==> config.mk <==
export PLATFORM = sky130hd
export DESIGN_NAME = mem_port_arbiter
export DESIGN_NICKNAME = d
export VERILOG_FILES = /design/src/rtl/mem_arb_pkg.sv /design/src/rtl/arb_age_counter.sv /design/src/rtl/mem_port_arbiter.sv
export SDC_FILE = /design/constraint.sdc
export NUM_CORES = 1
export LEC_CHECK = 0
export ABC_AREA = 1
export BUFFER_PORTS_ARGS = -buffer_cell sky130_fd_sc_hd__buf_2
export CORE_AREA = 10 10 125 127
export DETAILED_ROUTE_END_ITERATION = 10
export DIE_AREA = 0 0 135 137
export PLACE_DENSITY = 0.76
export REMOVE_ABC_BUFFERS = 1
export SLEW_MARGIN = 10
export SYNTH_ARGS = -nofsm -noshare
export SYNTH_HDL_FRONTEND = slang
export SYNTH_HIERARCHICAL = 1
export SYNTH_SLANG_ARGS = --single-unit
export TNS_END_PERCENT = 100
==> constraint.sdc <==
create_clock -name CLK -period 4.6 [get_ports CLK]
set_input_delay 0.23 -clock CLK [delete_from_list [all_inputs] [get_ports CLK]]
set_output_delay 0.23 -clock CLK [all_outputs]
set_load 0.01 [all_outputs]
==> src/rtl/mem_arb_pkg.sv <==
// Shared types and constants for the memory port arbiter.
// Holds the FSM state encoding, the owner codes and the default aging threshold.
package mem_arb_pkg;

    typedef enum logic [1:0] {
        IDLE  = 2'd0,
        I_ACC = 2'd1,
        D_ACC = 2'd2,
        DONE  = 2'd3
    } arb_state_t;

    localparam logic [1:0] OWN_NONE = 2'b00;
    localparam logic [1:0] OWN_I    = 2'b01;
    localparam logic [1:0] OWN_D    = 2'b10;

    localparam int AGE_LIMIT_DEF = 8;

endpackage

==> src/rtl/arb_age_counter.sv <==
// Saturating wait counter for the instruction side; sat tells the arbiter
// that I has starved long enough to take priority over D.
module arb_age_counter
    import mem_arb_pkg::*;
#(
    parameter int LIMIT = AGE_LIMIT_DEF
) (
    input  logic clk,
    input  logic rst,
    input  logic inc,
    input  logic clr,
    output logic sat
);

    localparam int CW = $clog2(LIMIT + 1);
    localparam logic [CW-1:0] LIM = CW'(LIMIT);

    logic [CW-1:0] cnt;

    // clear wins over increment so a grant always restarts the wait count
    always_ff @(posedge clk or posedge rst) begin
        if (rst)
            cnt <= '0;
        else if (clr)
            cnt <= '0;
        else if (inc && !sat)
            cnt <= cnt + 1'b1;
    end

    assign sat = (cnt == LIM);

endmodule

==> src/rtl/mem_port_arbiter.sv <==
// Two-port (instruction fetch / data cache) arbiter onto a single memory port.
// Define MEM_ARB_AGING_EN to let a starved I side override the default D priority.
module mem_port_arbiter
    import mem_arb_pkg::*;
#(
    parameter int WIDTH     = 32,
    parameter int AGE_LIMIT = AGE_LIMIT_DEF
) (
    input  logic             CLK,
    input  logic             Reset,
    input  logic             i_req,
    input  logic [WIDTH-1:0] i_addr,
    output logic [WIDTH-1:0] i_rdata,
    output logic             i_ack,
    input  logic             d_req,
    input  logic             d_we,
    input  logic [WIDTH-1:0] d_addr,
    input  logic [WIDTH-1:0] d_wdata,
    output logic [WIDTH-1:0] d_rdata,
    output logic             d_ack,
    output logic             mem_req,
    output logic             mem_we,
    output logic [WIDTH-1:0] mem_addr,
    output logic [WIDTH-1:0] mem_wdata,
    input  logic [WIDTH-1:0] mem_rdata,
    input  logic             mem_ready,
    output logic [1:0]       owner
);

    arb_state_t       state, next_state;
    logic             grant_i, grant_d;
    logic             in_acc;
    logic             age_sat;
    logic             lat_d;
    logic             lat_we;
    logic [WIDTH-1:0] lat_addr;
    logic [WIDTH-1:0] lat_wdata;

    if (AGE_LIMIT < 1) begin : g_bad_age_limit
        $error("AGE_LIMIT must be at least 1");
    end

`ifdef MEM_ARB_AGING_EN
    arb_age_counter #(
        .LIMIT(AGE_LIMIT)
    ) u_age (
        .clk(CLK),
        .rst(Reset),
        .inc(i_req && (owner != OWN_I)),
        .clr(grant_i),
        .sat(age_sat)
    );
`else
    assign age_sat = 1'b0;
`endif

    assign in_acc = (state == I_ACC) || (state == D_ACC);

    always_comb begin
        next_state = state;
        grant_i    = 1'b0;
        grant_d    = 1'b0;
        case (state)
            IDLE: begin
                // D normally wins a tie; a saturated age count hands it to I
                if (i_req && (!d_req || age_sat)) begin
                    grant_i    = 1'b1;
                    next_state = I_ACC;
                end else if (d_req) begin
                    grant_d    = 1'b1;
                    next_state = D_ACC;
                end
            end
            I_ACC, D_ACC: begin
                if (mem_ready)
                    next_state = DONE;
            end
            DONE: next_state = IDLE;
            default: next_state = IDLE;
        endcase
    end

    always_ff @(posedge CLK or posedge Reset) begin
        if (Reset) begin
            state     <= IDLE;
            lat_d     <= 1'b0;
            lat_we    <= 1'b0;
            lat_addr  <= '0;
            lat_wdata <= '0;
            i_rdata   <= '0;
            d_rdata   <= '0;
        end else begin
            state <= next_state;
            if (grant_i) begin
                lat_d     <= 1'b0;
                lat_we    <= 1'b0;
                lat_addr  <= i_addr;
                lat_wdata <= '0;
            end else if (grant_d) begin
                lat_d     <= 1'b1;
                lat_we    <= d_we;
                lat_addr  <= d_addr;
                lat_wdata <= d_wdata;
            end
            if (in_acc && mem_ready && !lat_we) begin
                if (lat_d)
                    d_rdata <= mem_rdata;
                else
                    i_rdata <= mem_rdata;
            end
        end
    end

    // Decoded from state so that reset drops the port without waiting for a clock
    assign mem_req   = in_acc;
    assign mem_we    = in_acc && lat_we;
    assign mem_addr  = lat_addr;
    assign mem_wdata = lat_wdata;
    assign i_ack     = (state == DONE) && !lat_d;
    assign d_ack     = (state == DONE) && lat_d;

    always_comb begin
        owner = OWN_NONE;
        case (state)
            I_ACC:   owner = OWN_I;
            D_ACC:   owner = OWN_D;
            DONE:    owner = lat_d ? OWN_D : OWN_I;
            default: owner = OWN_NONE;
        endcase
    end

endmodule

==> summary.txt, run 1 <==
Status
  • Outcome: finished clean

Clock tree
  • Post-CTS Setup Inserts: 0
  • CTS tree: done
  • Clock Pin Slew Worst Setup and Hold Paths: 60 ps
  • CTS Sinks: 132
  • Clock Latency Late Sink: 420 ps
  • CTS Root Buffer Type: clkbuf_16
  • CTS Buf Count: 17
  • H-Tree Depth: 4
  • CTS Buffer Depth: 2

Die
  • IO Count: 268
  • Die area: 18500 sq um
  • Die Y: 137 um
  • Core area: 13100 sq um
  • Row cnt: 42
  • Die width: 135 um
  • Starting Density: 44.2%

Timing
  • Max Fclk: 346 MHz
  • RSZ-0062 raised after global routing: no
  • Fin. max-slew vios: 0
  • Least-Margin Pin Slew: 1200 ps
  • Setup_tns: 0 ps
  • Final Cycle Share: 62.9%
  • Hold Vio Cnt, Final: 0
  • Final setup fails: 0
  • Fin crit period: 2890 ps
  • Clk_skew: 12.3 ps
  • Slew headroom: 19.8%

Finish
  • Net total in the final layout: 1123
  • Highest-count cells in the layout ignoring fill and taps: nand2_1, buf_2, dfrtp_1
  • Area grow syn2layout: 34.4%
  • Commonest non-fill, non-tap cell in the layout: nand2_1
  • Final core utilization: 59.4%
  • Share of cells above drive strength 1: 31.2%
  • Non-filler cells in the finished layout: 1177

Setup path
  • WP data required: 4910 ps
  • CP startpoint kind: register
  • Crit path arrival time: 3200 ps
  • Critical Setup Path Class: reg2reg
  • Reg2reg path depth: 8
  • Worst setup EP type: register
  • CP max FO: 65

Detailed routing
  • Vias: 5566
  • Drt first pass iters: 5
  • Drt drc: 0
  • Met2 Wirelength: 8.14 mm
  • ANT nets after route: 0
  • Routed wire per std cell: 15.3 um
  • Final wirelength: 18.0 mm
  • Detail Route met3 WL: 2.18 mm
  • DRT iter0 DRCs: 310
  • M1 wire length: 7.51 mm
  • Max layer used: met4
  • Vias/cell: 4.73

Synth
  • Average size of a mapped cell: 7.89 sq um
  • Flip-flop and latch count after synthesis: 132
  • Post-synthesis sequential area ratio: 57.1%
  • Syn Inst Count: 733
  • Warnings from Yosys: 6
  • Mapped Area: 5780 sq um
  • Unique masters post-synth: 16

GRT
  • Gr usage total: 19.4%
  • First-pass GRT wire length: 28.5 mm
  • Largest net degree at the start of global routing: 84
  • Number of global-route vias before repair: 5456
  • Grt total ovfl: 0
  • Initial antenna violation count: 1

Run
  • Max-cap violations: 0

Power
  • Clock power frac: 23.0%
  • Fraction of power consumed by sequential logic: 36.8%
  • Max VDD drop: 0.302 mV
  • Psw: 2240 uW
  • Sw Ratio: 40.7%
  • Cell internal pwr: 3270 uW
  • Comb pwr share: 40.3%
  • Leakage power: 0.00485 uW
  • Power per standard cell area: 709 nW/um^2

Placement
  • Port-buffer cells: 267
  • GPL Wtd Cong: 0.815
  • Post-DP HPWL: 13.3 mm
  • Placed Cells: 1143

Min path
  • Hold path cells: 3
  • Hold crit path type: in2reg
[metrics by stage]
| stage | hold slack, ps | area [sq um] | power (uW) | worst slack (ps) |
|---|---|---|---|---|
| floorplan | 340 | 5580 | 3220 | 844 |
| global placement | 421 | 7200 | 4240 | 1740 |
| detailed placement | 423 | 7200 | 4300 | 1640 |
| CTS | 6.25 | 7760 | 5590 | 1630 |
| global route | 12.5 | 7770 | 5940 | 1380 |
| finish | 25.8 | 7770 | 5510 | 1710 |
[synthesized netlist by cell type, drive strengths merged]
cell / n / share of area (%)
nor2: 6 / 0.69
nand2: 374 / 24
o22ai: 1 / 0.11
ha: 2 / 0.43
buf: 29 / 2.8
dfrtp: 132 / 57
inv: 77 / 5.0
clkbuf: 10 / 0.65
o21ai: 2 / 0.17
a21oi: 1 / 0.086
nor3: 1 / 0.17
nand3: 98 / 8.5
[layer usage]
metal / up-vias / global-route usage, %
li1: 2728 / -
met2: 285 / 29.5
met4: 0 / 6.28
met1: 2532 / 23.9
met5: - / 0
met3: 21 / 9.09
[state kept, by name, indices dropped and copies added (netlist names)]
register and cells:
mem_wdata 32, state 2, i_rdata 32, d_rdata 32
mem_addr 32, lat_d 1, lat_we 1
[worst max-delay path, stage by stage, from the launching register on]
cell and delay, ps:
dfrtp_1 390, inv_1 110, ha_1 160, buf_4 350
inv_1 160, nor2_4 640, inv_2 650, nand2_1 220
nand2_1 80
[kinds of logic (layout without fill, tap and decap cells)]
kind of cell / Yosys count / after routing / synth area share [%]
compound gates: 4 / 4 / 0.368
fa+ha+maj: 2 / 2 / 0.433
buf+inv: 116 / 383 / 8.42
flops: 132 / 132 / 57.1
other cells: 0 / 1 / 0
simple gates: 479 / 479 / 33.6
[cell type report]
class,count,area (sq um)
well taps,176,220
fillers,1184,5320
clock buffers,20,447
clock inverters,12,106
repair buffers,274,1390
flip-flops and latches,132,3300
inverters,77,294
multi-input cells,485,2000
diodes,1,2.50
[power by group through the flow]
stage / Clock (uW) / Sequential [uW] / Combinational (uW)
6_report: 1270 / 2020 / 2220
5_1_grt: 1340 / 2090 / 2510
4_1_cts: 1290 / 2020 / 2270
3_5_place_dp: 0 / 2020 / 2280
3_3_place_gp: 0 / 2030 / 2210
2_1_floorplan: 0 / 2260 / 959
[final timing paths]
| kind | endpoint | startpoint | slack, ps |
|---|---|---|---|
| min reg2reg | i_rdata[3] | i_rdata[3] | 460 |
| min in group asynchronous | d_rdata[5] | Reset | 500 |
| min | d_rdata[6] | mem_rdata[6] | 30 |
| max reg2reg | mem_wdata[0] | state[0] | 1710 |
| max | mem_wdata[0] | state[0] | 1710 |
| max in group asynchronous | i_rdata[17] | Reset | 2960 |
[what timing repair did]
action | CTS | global route
setup endpoints to repair | 0 | 0
hold buffers | 1 | 0
resized for setup | 0 | 0
hold endpoints to repair | 82 | 0
Note: power is estimated with default switching activity, not from simulation.
==> run 2, diff against run 1 <==
Settings changed: ABC_AREA 1 to 0, CORE_AREA 10 10 125 127 to 10 10 126 128, DIE_AREA 0 0 135 137 to 0 0 136 138, PLACE_DENSITY 0.76 to 0.75.
Clock period 4.6 ns to 2.4 ns, I/O delays scaled along.
==> summary.txt, run 2 <==
Clock tree
  • CTS Sinks: 132
  • Clock Pin Slew Worst Setup and Hold Paths: 60 ps
  • H-Tree Depth: 4
  • CTS Buf Count: 17
  • Clock Latency Late Sink: 410 ps
  • CTS tree: done
  • CTS Root Buffer Type: clkbuf_16
  • CTS Buffer Depth: 2

Timing
  • Final setup fails: 0
  • Final Cycle Share: 91.4%
  • Fin crit period: 2190 ps
  • RSZ-0062 raised after global routing: no
  • Setup_tns: 0 ps
  • Max Fclk: 456 MHz
  • Least-Margin Pin Slew: 754 ps
  • Hold Vio Cnt, Final: 0
  • Fin. max-slew vios: 0
  • Slew headroom: 49.6%
  • Clk_skew: 7.80 ps
  • Hold WS: 27.6 ps

Detailed routing
  • Routed wire per std cell: 19.1 um
  • Drt first pass iters: 5
  • Vias/cell: 5.07
  • Vias: 5081
  • Final wirelength: 19.1 mm
  • Drt drc: 0
  • ANT nets after route: 0
  • DRT iter0 DRCs: 279

Power
  • Sw Ratio: 35.1%
  • Fraction of power consumed by sequential logic: 34.4%
  • Comb pwr share: 44.5%
  • Clock power frac: 21.0%
  • Power per standard cell area: 1350 nW/um^2
  • Leakage power: 0.00446 uW
  • Max VDD drop: 0.533 mV
  • Cell internal pwr: 7680 uW
  • Psw: 4160 uW

Synth
  • Mapped Area: 5410 sq um
  • Post-synthesis sequential area ratio: 61.0%
  • Most frequent cell after synthesis: dfrtp_1
  • Predominant post-synthesis flop cell: dfrtp_1
  • Synth top cells by count: dfrtp_1, nand3_1, nand2_1
  • Main area contributors after synthesis: dfrtp_1, mux2_4, nand3_1
  • Number of enable flip-flop cells after synthesis: 0
  • Asr flop ratio synth: 100%
  • Dominant cell type by area after synthesis: dfrtp_1
  • Average size of a mapped cell: 12.9 sq um
  • Warnings from Yosys: 6
  • Syn Inst Count: 419
  • Top-area cell type share of the netlist area: 61.0%
  • Unique masters post-synth: 30
  • Flip-flop and latch count after synthesis: 132

Placement
  • Port-buffer cells: 267
  • GPL Wtd Cong: 0.859
  • Post-DP HPWL: 12.4 mm
  • Placed Cells: 843

Die
  • Die area: 18800 sq um
  • Starting Density: 40.1%
  • IO Count: 268
  • Core area: 13500 sq um
  • Die Y: 138 um
  • Row cnt: 43
  • Die width: 136 um

Finish
  • Commonest non-fill, non-tap cell in the layout: buf_2
  • Highest-count cells in the layout ignoring fill and taps: buf_2, dfrtp_1, dlygate4sd3_1
  • Share of cells above drive strength 1: 45.4%
  • Non-filler cells in the finished layout: 1003
  • Area grow syn2layout: 62.1%
  • Net total in the final layout: 947

Run
  • Max-cap violations: 0

Setup path
  • Crit path arrival time: 2540 ps
  • CP max FO: 61
  • CP startpoint kind: register
  • WP data required: 2750 ps
  • Worst setup EP type: register
  • Critical Setup Path Class: reg2reg

GRT
  • Initial antenna violation count: 1
  • Gr usage total: 19.9%
  • Largest net degree at the start of global routing: 78
  • Grt total ovfl: 0
  • First-pass GRT wire length: 29.8 mm
  • Number of global-route vias before repair: 5550

Min path
  • Hold crit path type: in2reg

Status
  • Outcome: finished clean
## run 2: changes by cell type after synthesis, moves of 3 or more
cell,previous run,this run
a22o_1,0,33
and2_1,0,3
buf_1,0,3
buf_12,0,3
buf_2,23,18
buf_4,6,1
clkbuf_1,10,7
inv_1,75,5
mux2_2,0,34
mux2_4,0,30
nand2_1,374,38
nand3_1,98,90
## run 2: layout make-up
class / instances / area (sq um)
diodes: 1 / 2.50
flip-flops and latches: 132 / 3300
repair buffers: 405 / 2730
well taps: 180 / 225
clock buffers: 22 / 464
multi-input cells: 250 / 1930
clock inverters: 8 / 103
fillers: 939 / 4730
inverters: 5 / 21.3
## run 2: logic make-up after synthesis
| logic type | after synthesis | synth area share (%) |
|---|---|---|
| mux | 64 | 15.4 |
| flops | 132 | 61.0 |
| fa+ha+maj | 2 | 0.462 |
| compound gates | 45 | 6.82 |
| buf+inv | 37 | 3.95 |
| simple gates | 139 | 12.4 |
## run 2: worst paths after layout
path | from | endpoint | slack (ps) | cells past startpoint
max | state[0] | mem_addr[20] | 210 | 6
min | i_req | state[1] | 30 | 2
max reg2reg | state[0] | mem_addr[20] | 210 | 6
min reg2reg | mem_addr[30] | mem_addr[30] | 480 | 2
max in group asynchronous | Reset | mem_addr[19] | 1440 | 4
min in group asynchronous | Reset | i_rdata[23] | 370 | 4
## run 2: power groups by stage
stage	clock network (uW)	logic, uW	registers [uW]
floorplan	0	2230	4480
global placement	0	4540	4000
CTS	2540	5240	4050
detailed placement	0	4680	4040
finish	2490	5270	4080
global route	2640	5680	4190
## run 2: metal layers
layer	wire (um)	track usage (%)	vias to the layer above
met5	0	0	-
met3	1980	7.39	52
met4	591	8.52	0
li1	-	-	2282
met1	7280	22.0	2432
met2	9260	33.4	315
## run 2: repair_timing
item,CTS,global route
hold endpoints to repair,261,0
endpoints found under the setup margin,0,28
setup buffers,0,0
hold buffers,129,0
resized for setup,0,2
## run 2: worst max-delay path: stages, from the launching register on
cell           delay (ps)
dfrtp_1               400
inv_1                 110
ha_2                  340
buf_6                 390
nand3_1               140
nand3_1               130
dlygate4sd3_1         560
## run 2: stage by stage
step | util, % | total power, uW | instance area [sq um] | setup slack, ps
detailed placement | 51.1 | 8720 | 6900 | 434
global placement | 51.1 | 8530 | 6900 | 521
finish | 65.0 | 11800 | 8780 | 205
floorplan | - | 6710 | 5220 | -4020
CTS | 64.9 | 11800 | 8760 | 85.1
global route | 65.0 | 12500 | 8780 | 53.1
